### src/rtl/icache_prefetch_buffer.sv
// icache_prefetch_buffer
//
// Sits between the instruction cache's line-fill port and main memory.
// Demand misses are forwarded to memory. After each served line, the block
// speculatively fetches the next sequential line into a one-entry stream
// buffer. A later demand for that buffered line is answered one cycle after
// the request, with no memory access. A demand that arrives while the
// prefetch of that same line is still in flight merges with it, so the
// line is not read twice.
//
// Ports
//   clk         clock
//   proc_reset  asynchronous active-high reset
//   c_read      cache read request, held with stable c_addr until c_ready
//   c_write     cache write request, ignored (instruction side is read-only)
//   c_addr      requested line address [ADDR_W]
//   c_rdata     returned line [LINE_W], valid while c_ready=1 (registered)
//   c_ready     one-cycle completion pulse to the cache (registered)
//   mem_read    memory read request, drops in the mem_ready cycle
//   mem_write   always 0
//   mem_addr    memory line address [ADDR_W] (registered, stable per transaction)
//   mem_wdata   always 0
//   mem_rdata   memory line data [LINE_W], valid while mem_ready=1
//   mem_ready   one-cycle memory completion pulse

module icache_prefetch_buffer #(
  parameter bit PREFETCH_EN = 1'b1,
  parameter int ADDR_W      = 28,
  parameter int LINE_W      = 128
) (
  input  logic              clk,
  input  logic              proc_reset,
  input  logic              c_read,
  input  logic              c_write,
  input  logic [ADDR_W-1:0] c_addr,
  output logic [LINE_W-1:0] c_rdata,
  output logic              c_ready,
  output logic              mem_read,
  output logic              mem_write,
  output logic [ADDR_W-1:0] mem_addr,
  output logic [LINE_W-1:0] mem_wdata,
  input  logic [LINE_W-1:0] mem_rdata,
  input  logic              mem_ready
);

  typedef enum logic [1:0] {
    IDLE     = 2'd0,
    FETCH    = 2'd1,
    RESP     = 2'd2,
    PREFETCH = 2'd3
  } state_t;

  state_t state, state_d;

  // Stream buffer entry.
  logic              pf_valid, pf_valid_d;
  logic [ADDR_W-1:0] pf_addr,  pf_addr_d;
  logic [LINE_W-1:0] pf_data,  pf_data_d;

  // Demand address, next prefetch target and demand-merged-into-prefetch flag.
  logic [ADDR_W-1:0] req_addr, req_addr_d;
  logic [ADDR_W-1:0] nxt_addr, nxt_addr_d;
  logic              merged,   merged_d;

  // Registered outputs.
  logic [LINE_W-1:0] c_rdata_d;
  logic              c_ready_d;
  logic [ADDR_W-1:0] mem_addr_d;

  logic buf_hit;
  logic pf_match;

  assign buf_hit  = c_read && pf_valid && (c_addr == pf_addr);
  assign pf_match = c_read && (c_addr == nxt_addr);

  // The read request drops combinationally in the completion cycle so the
  // memory never sees a second request for the same line.
  assign mem_read  = ((state == FETCH) || (state == PREFETCH)) && !mem_ready;
  assign mem_write = 1'b0;
  assign mem_wdata = '0;

  // The instruction side never writes; the request is accepted and dropped.
  logic unused_c_write;
  assign unused_c_write = c_write;

  // NOTE: every signal written here gets a default first, so no path through
  // the case statement leaves a value unassigned and no latch is inferred.
  always_comb begin
    state_d    = state;
    pf_valid_d = pf_valid;
    pf_addr_d  = pf_addr;
    pf_data_d  = pf_data;
    req_addr_d = req_addr;
    nxt_addr_d = nxt_addr;
    merged_d   = merged;
    c_rdata_d  = c_rdata;
    c_ready_d  = 1'b0;
    mem_addr_d = '0;

    case (state)
      IDLE: begin
        if (buf_hit) begin
          // Buffered line is consumed; the next prefetch follows it.
          c_rdata_d  = pf_data;
          pf_valid_d = 1'b0;
          nxt_addr_d = c_addr + ADDR_W'(1);
          state_d    = RESP;
        end else if (c_read) begin
          req_addr_d = c_addr;
          state_d    = FETCH;
        end
      end

      FETCH: begin
        if (mem_ready) begin
          c_rdata_d  = mem_rdata;
          nxt_addr_d = req_addr + ADDR_W'(1);
          state_d    = RESP;
        end
      end

      RESP: begin
        state_d = PREFETCH_EN ? PREFETCH : IDLE;
      end

      PREFETCH: begin
        // A demand for the line being prefetched is remembered, including one
        // that only shows up in the completion cycle itself.
        merged_d = merged || pf_match;
        if (mem_ready) begin
          if (merged || pf_match) begin
            c_rdata_d  = mem_rdata;
            merged_d   = 1'b0;
            nxt_addr_d = nxt_addr + ADDR_W'(1);
            state_d    = RESP;
          end else begin
            // Park the line; any other pending demand is handled from IDLE.
            pf_data_d  = mem_rdata;
            pf_addr_d  = nxt_addr;
            pf_valid_d = 1'b1;
            state_d    = IDLE;
          end
        end
      end

      default: begin
        state_d = IDLE;
      end
    endcase

    // Registered outputs are derived from the state being entered, so they
    // are valid from the first cycle of that state.
    c_ready_d = (state_d == RESP);

    if (state_d == FETCH) begin
      mem_addr_d = req_addr_d;
    end else if (state_d == PREFETCH) begin
      mem_addr_d = nxt_addr_d;
      // The old entry is stale once a new prefetch is in flight.
      pf_valid_d = 1'b0;
    end
  end

  // NOTE: sequential state uses non-blocking assignments so every register
  // samples the values from before this edge, independent of statement order.
  always_ff @(posedge clk or posedge proc_reset) begin
    if (proc_reset) begin
      state <= IDLE;
    end else begin
      state <= state_d;
    end
  end

  // NOTE: the line-wide data registers are reset along with the control bits;
  // they are plain flops, not a memory array, so the reset is cheap and keeps
  // c_rdata at a known value out of reset.
  always_ff @(posedge clk or posedge proc_reset) begin
    if (proc_reset) begin
      pf_valid <= 1'b0;
      pf_addr  <= '0;
      pf_data  <= '0;
      req_addr <= '0;
      nxt_addr <= '0;
      merged   <= 1'b0;
      c_rdata  <= '0;
      c_ready  <= 1'b0;
      mem_addr <= '0;
    end else begin
      pf_valid <= pf_valid_d;
      pf_addr  <= pf_addr_d;
      pf_data  <= pf_data_d;
      req_addr <= req_addr_d;
      nxt_addr <= nxt_addr_d;
      merged   <= merged_d;
      c_rdata  <= c_rdata_d;
      c_ready  <= c_ready_d;
      mem_addr <= mem_addr_d;
    end
  end

endmodule

### config.mk
export PLATFORM = sky130hd
export DESIGN_NAME = icache_prefetch_buffer
export DESIGN_NICKNAME = d
export VERILOG_FILES = /design/src/rtl/icache_prefetch_buffer.sv
export SDC_FILE = /design/constraint.sdc
export NUM_CORES = 1
export LEC_CHECK = 0
export ABC_AREA = 0
export BUFFER_PORTS_ARGS = -buffer_cell sky130_fd_sc_hd__buf_2
export CORE_ASPECT_RATIO = 0.5
export CORE_MARGIN = 2
export CORE_UTILIZATION = 59
export DETAILED_ROUTE_END_ITERATION = 16
export MAX_ROUTING_LAYER = met4
export PLACE_DENSITY_LB_ADDON = 0.3
export REMOVE_ABC_BUFFERS = 1
export SLEW_MARGIN = 15
export SYNTH_ARGS = -nofsm -noshare
export SYNTH_HDL_FRONTEND = slang
export SYNTH_SLANG_ARGS = --single-unit
### constraint.sdc
create_clock -name clk -period 25.6 [get_ports clk]
set_input_delay 3.84 -clock clk [delete_from_list [all_inputs] [get_ports clk]]
set_output_delay 3.84 -clock clk [all_outputs]
set_load 0.01 [all_outputs]
==> flow_metrics.env, run 1 <==
export IMPL_status="complete, no violations"
export IMPL_post_route_period_util=0.3218
export IMPL_io_buffers=317
export IMPL_yosysTopAreaCellShare=0.4877
export IMPL_drive_gt1_frac=0.2857
export IMPL_critical_path_required_ns=21.76
export IMPL_grt_usage=0.2920
export IMPL_power_frac_clock=0.186
export IMPL_final_setup_tns_ns=0
export IMPL_overflow=0
export IMPL_start_util=0.6013
export IMPL_core_area_mm2=0.03183
export IMPL_period_minus_slack_ns=8.238
export IMPL_die_area_mm2=0.03398
export IMPL_grt_first_pass_wirelength_um=76440
export IMPL_cp_max_fo=14
export IMPL_crit_path_end_kind="primary output"
export IMPL_vias_per_cell=5.619
export IMPL_post_cts_buffers=0
export IMPL_die_w_um=258.7
export IMPL_drc=0
export IMPL_wl_um=47870
export IMPL_hold_path_class="reg -> reg"
export IMPL_critPathArrivalTime_ns=4.40
export IMPL_cpPeakStageDelay_ns=0.20
export IMPL_synth_cell_area_mm2=0.01914
export IMPL_rsz0062_at_grt="false"
export IMPL_vdd_ir_drop_max_uv=177.2
export IMPL_cts_resized=0
export IMPL_ys_warn_count=0
export IMPL_row_count=46
export IMPL_place_ws_ns=17.37
export IMPL_cts_root_buf="clkbuf_16"
export IMPL_die_y_um=131.4
export IMPL_htree_levels=2
export IMPL_synth_edff_count=0
export IMPL_cp_cell_sequence="buf_2 -> nor2_1 -> buf_2"
export IMPL_max_clock_freq_mhz=121.4
export IMPL_ys_async_sr_fraction=1.000
export IMPL_grt_start_max_net_pins=259
export IMPL_power_density_mw_per_mm2=131.2
export IMPL_fin_skew_ns=0.02225
export IMPL_p_int_mw=1.698
export IMPL_synth_cells=1770
export IMPL_synth_seq_area_share=0.4877
export IMPL_setup_viol=0
export IMPL_ctsHoldBuffers=0
export IMPL_synth_ff_type="dfrtp_1"
export IMPL_synthTopCellsByArea="dfrtp_1 49%, mux2_2 10%, mux2i_1 6.7%"
export IMPL_post_synth_cell_area_avg_um2=10.81
export IMPL_pwr_share_comb=0.440
export IMPL_critical_path_slowest_cell="buf_2"
export IMPL_yosys_register_bits=373
export IMPL_cts_buffers=35
export IMPL_layout_common_cells="373 x dfrtp_1, 317 x buf_2, 188 x nand2_1, 170 x mux2_2, 162 x o21ai_0"
export IMPL_area_growth_pct=12.39
export IMPL_drt_pass1_iter_count=6
export IMPL_cts_path_max_buffers=3
export IMPL_whs_ns=0.4723
export IMPL_first_iter_violations=1133
export IMPL_ant_nets=0
export IMPL_final_nets=2193
export IMPL_fin_ws_ns=17.36
export IMPL_cts_tree="yes"
export IMPL_grt_pass1_vias=13820
export IMPL_pin_count=448
export IMPL_clk_latency_ns=0.55
export IMPL_netSwitchingPower_mw=1.123
export IMPL_num_vias=13990
export IMPL_drv_cap=0
export IMPL_crit_path_frequent_cell="buf_2"
export IMPL_place_congestion=0.9727
export IMPL_power_leakage_nw=10.15
export IMPL_synth_cell_types=75
export IMPL_fin_util=0.6758
export IMPL_timing_worst_slew_pin_value_ns=1.212
export IMPL_p_seq_frac=0.374
export IMPL_slew_headroom=0.1923
export IMPL_mostFrequentLayoutCell="dfrtp_1"
export IMPL_yosys_area_top_type="dfrtp_1"
export IMPL_cts_num_sinks=373
export IMPL_crit_path_start_kind="input pin"
export IMPL_hpwl_um=32110
export IMPL_path_clk_slew_ns=0.06
export IMPL_worstSetupPathType="in -> out"
export IMPL_drv_slew=0
export IMPL_hold_viol_final=0
export IMPL_avgRoutedWirePerCell_um=19.23
export IMPL_switching_share=0.3982
export IMPL_antenna_found_initial=6
## per-layer routing
metal	wire length [µm]	vias up	share of wire	GRT usage
met5	0	-	0	-
met4	1619	0	0.034	0.1124
met3	3089	120	0.065	0.04938
met2	23710	550	0.50	0.4723
met1	19460	6864	0.41	0.3704
li1	-	6451	-	-
## stage by stage
step                instances  cell area [µm²]  total power, mW
finish                   2489            21510            2.821
global route             2489            21510            3.013
CTS                      2483            21490            2.834
detailed placement       2420            20360            2.302
global placement         2420            20360            2.253
floorplan                1654            18040            2.014
## kinds of logic (layout without fill, tap and decap cells)
family          after synthesis  count (layout)  share of synthesized area
mux                         312             312                     0.1751
simple gates                394             394                    0.09767
buf+inv                     278             431                    0.08930
flops                       373             373                     0.4877
xor+xnor                     98              98                    0.04485
other cells                   1             135                  0.0001959
compound gates              307             307                     0.1006
fa+ha+maj                     7               7                   0.004576
## registers in the layout (all words and copies together), names as in the netlist
name / flops
c_rdata: 128
pf_data: 128
mem_addr: 28
nxt_addr: 28
pf_addr: 28
req_addr: 28
state: 2
c_ready: 1
merged: 1
pf_valid: 1
## power groups by stage
stage                     Clock, mW  Combinational [mW]  Sequential, mW
after floorplan                   0               0.931            1.08
after CTS                     0.534                1.25            1.05
after detailed placement          0                1.24            1.06
final                         0.525                1.24            1.06
after global routing          0.561                1.36            1.09
after global placement            0                1.21            1.04
## worst max-delay path, delay by kind of cell
kind                   cells  cell delay, ns
buffers and inverters      2            0.37
AND/OR/NAND/NOR            1            0.18
## area by class of cell
class / instances / area, µm²
Timing Repair Buffer: 334 / 1752
Multi-Input combinational cell: 1247 / 8598
Clock buffer: 46 / 967.2
Sequential cell: 373 / 9334
Tap cell: 432 / 540.5
Inverter: 34 / 135.1
Fill cell: 2527 / 10320
Clock inverter: 17 / 168.9
Antenna cell: 6 / 15.01
## worst paths after layout
path	startpoint	endpoint	slack, ns	cells past startpoint
setup / recovery	mem_ready	mem_read	17.36	3
hold / removal	c_rdata[98]	c_rdata[98]	0.47	2
setup reg to reg	nxt_addr[0]	pf_data[60]	21.35	8
hold reg to reg	c_rdata[98]	c_rdata[98]	0.47	2
max in group asynchronous	proc_reset	pf_addr[23]	20.54	3
min in group asynchronous	proc_reset	pf_data[33]	3.50	2
## Yosys cell counts, drive strengths merged (17+ instances only)
| cell type | count |
|---|---|
| dfrtp | 373 |
| nand2 | 188 |
| mux2 | 183 |
| buf | 179 |
| o21ai | 177 |
| mux2i | 129 |
| clkbuf | 65 |
| xnor2 | 56 |
| nand3 | 53 |
| nor2 | 44 |
| xor2 | 42 |
| inv | 32 |
| a21oi | 28 |
| nand4 | 28 |
| o21ba | 17 |
Note: power is estimated with default switching activity, not from simulation.
==> run 2, diff against run 1 <==
--- a/config.mk
+++ b/config.mk
@@ -9,7 +9,7 @@
 export BUFFER_PORTS_ARGS = -buffer_cell sky130_fd_sc_hd__buf_2
 export CORE_ASPECT_RATIO = 0.5
 export CORE_MARGIN = 2
-export CORE_UTILIZATION = 59
+export CORE_UTILIZATION = 55
 export DETAILED_ROUTE_END_ITERATION = 16
 export MAX_ROUTING_LAYER = met4
 export PLACE_DENSITY_LB_ADDON = 0.3
==> constraint.sdc (replaced) <==
create_clock -name clk -period 7.6 [get_ports clk]
set_input_delay 1.14 -clock clk [delete_from_list [all_inputs] [get_ports clk]]
set_output_delay 1.14 -clock clk [all_outputs]
set_load 0.01 [all_outputs]
==> run 2 against run 1 <==
Compared with the run above:
- count of clock-buffer cells in the layout is 8 higher
- first-iteration DRC count is 1.8% higher
- sequential cell count stayed put
- routed wire length is 1.9% higher
- worst setup slack worse by 14 ns
- combinational power grew to 3.4 times the previous value
- worst hold slack hardly changed
- final cell count is 1.7% higher
- final area is 0.45% higher
- utilization is 4.7 points lower
- critical endpoint is now mem_addr[11]
- largest cell class unchanged
==> flow_metrics.env, run 2 (same netlist as run 1, synthesis figures left out) <==
export IMPL_cts_root_buf="clkbuf_16"
export IMPL_cts_resized=0
export IMPL_first_iter_violations=1153
export IMPL_mostFrequentLayoutCell="dfrtp_1"
export IMPL_grt_start_max_net_pins=251
export IMPL_crit_family="simple AND/OR/NAND/NOR gates"
export IMPL_drive_gt1_frac=0.2822
export IMPL_clk_latency_ns=0.55
export IMPL_rsz0062_at_grt="false"
export IMPL_drv_cap=0
export IMPL_grt_usage=0.2712
export IMPL_post_route_period_util=0.4963
export IMPL_hpwl_um=32730
export IMPL_cts_path_max_buffers=3
export IMPL_place_inst=2459
export IMPL_fill_cells=2878
export IMPL_fin_total_pwr_mw=9.579
export IMPL_cp_cell_sequence="buf_2 -> xnor2_1 -> nand4_1 -> nor4_2 -> a21oi_1 -> nor2_1 -> a41oi_1 -> o21ai_1 -> o21ba_1"
export IMPL_overflow=0
export IMPL_vias_per_cell=5.498
export IMPL_status="complete, no violations"
export IMPL_finalNonFillerCells=2531
export IMPL_ctsHoldBuffers=0
export IMPL_row_count=48
export IMPL_hold_viol_final=0
export IMPL_cts_num_sinks=373
export IMPL_r2r_start="nxt_addr[4]"
export IMPL_die_w_um=267.8
export IMPL_crit_path_end_kind="register"
export IMPL_area_growth_pct=12.89
export IMPL_path_clk_slew_ns=0.06
export IMPL_drv_slew=0
export IMPL_crit_buf_inv=1
export IMPL_wl_um=48770
export IMPL_final_nets=2189
export IMPL_critical_path_slowest_cell="nor2_1"
export IMPL_io_buffers=317
export IMPL_die_y_um=135.9
export IMPL_die_area_mm2=0.03640
export IMPL_cts_buffers=35
export IMPL_num_vias=13920
export IMPL_post_cts_buffers=0
export IMPL_hold_start="c_rdata[121]"
export IMPL_power_density_mw_per_mm2=443.3
export IMPL_antenna_found_initial=8
export IMPL_worstSetupPathType="in -> reg"
export IMPL_crit_start="c_addr[4]"
export IMPL_cts_tree="yes"
export IMPL_grt_pass1_vias=13060
export IMPL_critPathArrivalTime_ns=4.24
export IMPL_layout_common_cells="373 x dfrtp_1, 317 x buf_2, 188 x nand2_1, 170 x mux2_2, 162 x o21ai_0"
export IMPL_core_area_mm2=0.03435
export IMPL_power_leakage_nw=10.16
export IMPL_period_minus_slack_ns=3.772
export IMPL_grt_first_pass_wirelength_um=74740
export IMPL_pin_count=448
export IMPL_fin_skew_ns=0.02977
export IMPL_timing_worst_slew_pin_value_ns=1.101
export IMPL_max_clock_freq_mhz=265.1
export IMPL_cp_max_fo=12
export IMPL_hold_path_class="reg -> reg"
export IMPL_avgRoutedWirePerCell_um=19.27
export IMPL_drc=0
export IMPL_top_regs="c_rdata (128), pf_data (128)"
export IMPL_critical_path_required_ns=8.07
export IMPL_ant_nets=0
export IMPL_setup_viol=0
export IMPL_htree_levels=2
export IMPL_fin_ws_ns=3.828
export IMPL_crit_path_start_kind="input pin"
export IMPL_cpPeakStageDelay_ns=0.91
export IMPL_drt_pass1_iter_count=7
export IMPL_slew_headroom=0.2657
export IMPL_vdd_ir_drop_max_uv=463.6
export IMPL_place_ws_ns=3.043
export IMPL_place_congestion=0.9811
export IMPL_start_util=0.5571
-- run 2: final cells by class --
cell class	count	area, µm²	share of cell area
Clock inverter	10	167.7	0.007760
Clock buffer	54	1017	0.04708
Timing Repair Buffer	330	1734	0.08026
Tap cell	475	594.3	0.02751
Inverter	34	135.1	0.006254
Antenna cell	8	20.02	0.0009265
Multi-Input combinational cell	1247	8605	0.3982
Sequential cell	373	9334	0.4320
-- run 2: metal layers --
metal,up-vias,routed length (µm),part of all wire,GRT usage
met1,6826,20540,0.42,0.3549
met3,103,3002,0.062,0.04275
met4,0,1474,0.030,0.08752
met5,-,0,0,-
met2,519,23750,0.49,0.4368
li1,6467,-,-,-
-- run 2: power by group --
part | leakage, nW | internal, mW | switching [mW]
clock | 0.573 | 1.04 | 0.796
sequential | 4.60 | 2.96 | 0.593
combinational | 4.98 | 1.80 | 2.39
-- run 2: final timing paths --
check	slack [ns]	to	cells after the start
max	3.83	mem_addr[11]	9
min	0.47	c_rdata[121]	2
max reg2reg	4.13	mem_addr[11]	8
min reg2reg	0.47	c_rdata[121]	2
max in group asynchronous	5.27	pf_data[47]	3
min in group asynchronous	0.84	pf_data[109]	2
-- run 2: worst reg2reg max path, cell delays in order, from the launching register on --
cell     delay [ns]
dfrtp_1        0.47
xnor2_1        0.26
nand4_1        0.17
nor4_2         0.50
a21oi_1        0.45
nor2_1         0.92
a41oi_1        0.22
o21ai_1        0.26
o21ba_1        0.16
-- run 2: through the flow --
stage          instance area, µm²  utilization  TNS [ns]  hold WS [ns]
6_report                    21610       0.6290         0        0.4724
5_1_grt                     21610       0.6290         0        0.5032
4_1_cts                     21580       0.6282         0        0.4787
3_5_place_dp                20390       0.5937         0        0.4649
3_3_place_gp                20390       0.5937         0        0.4556
2_1_floorplan               18040            -  -1705.39        0.4808
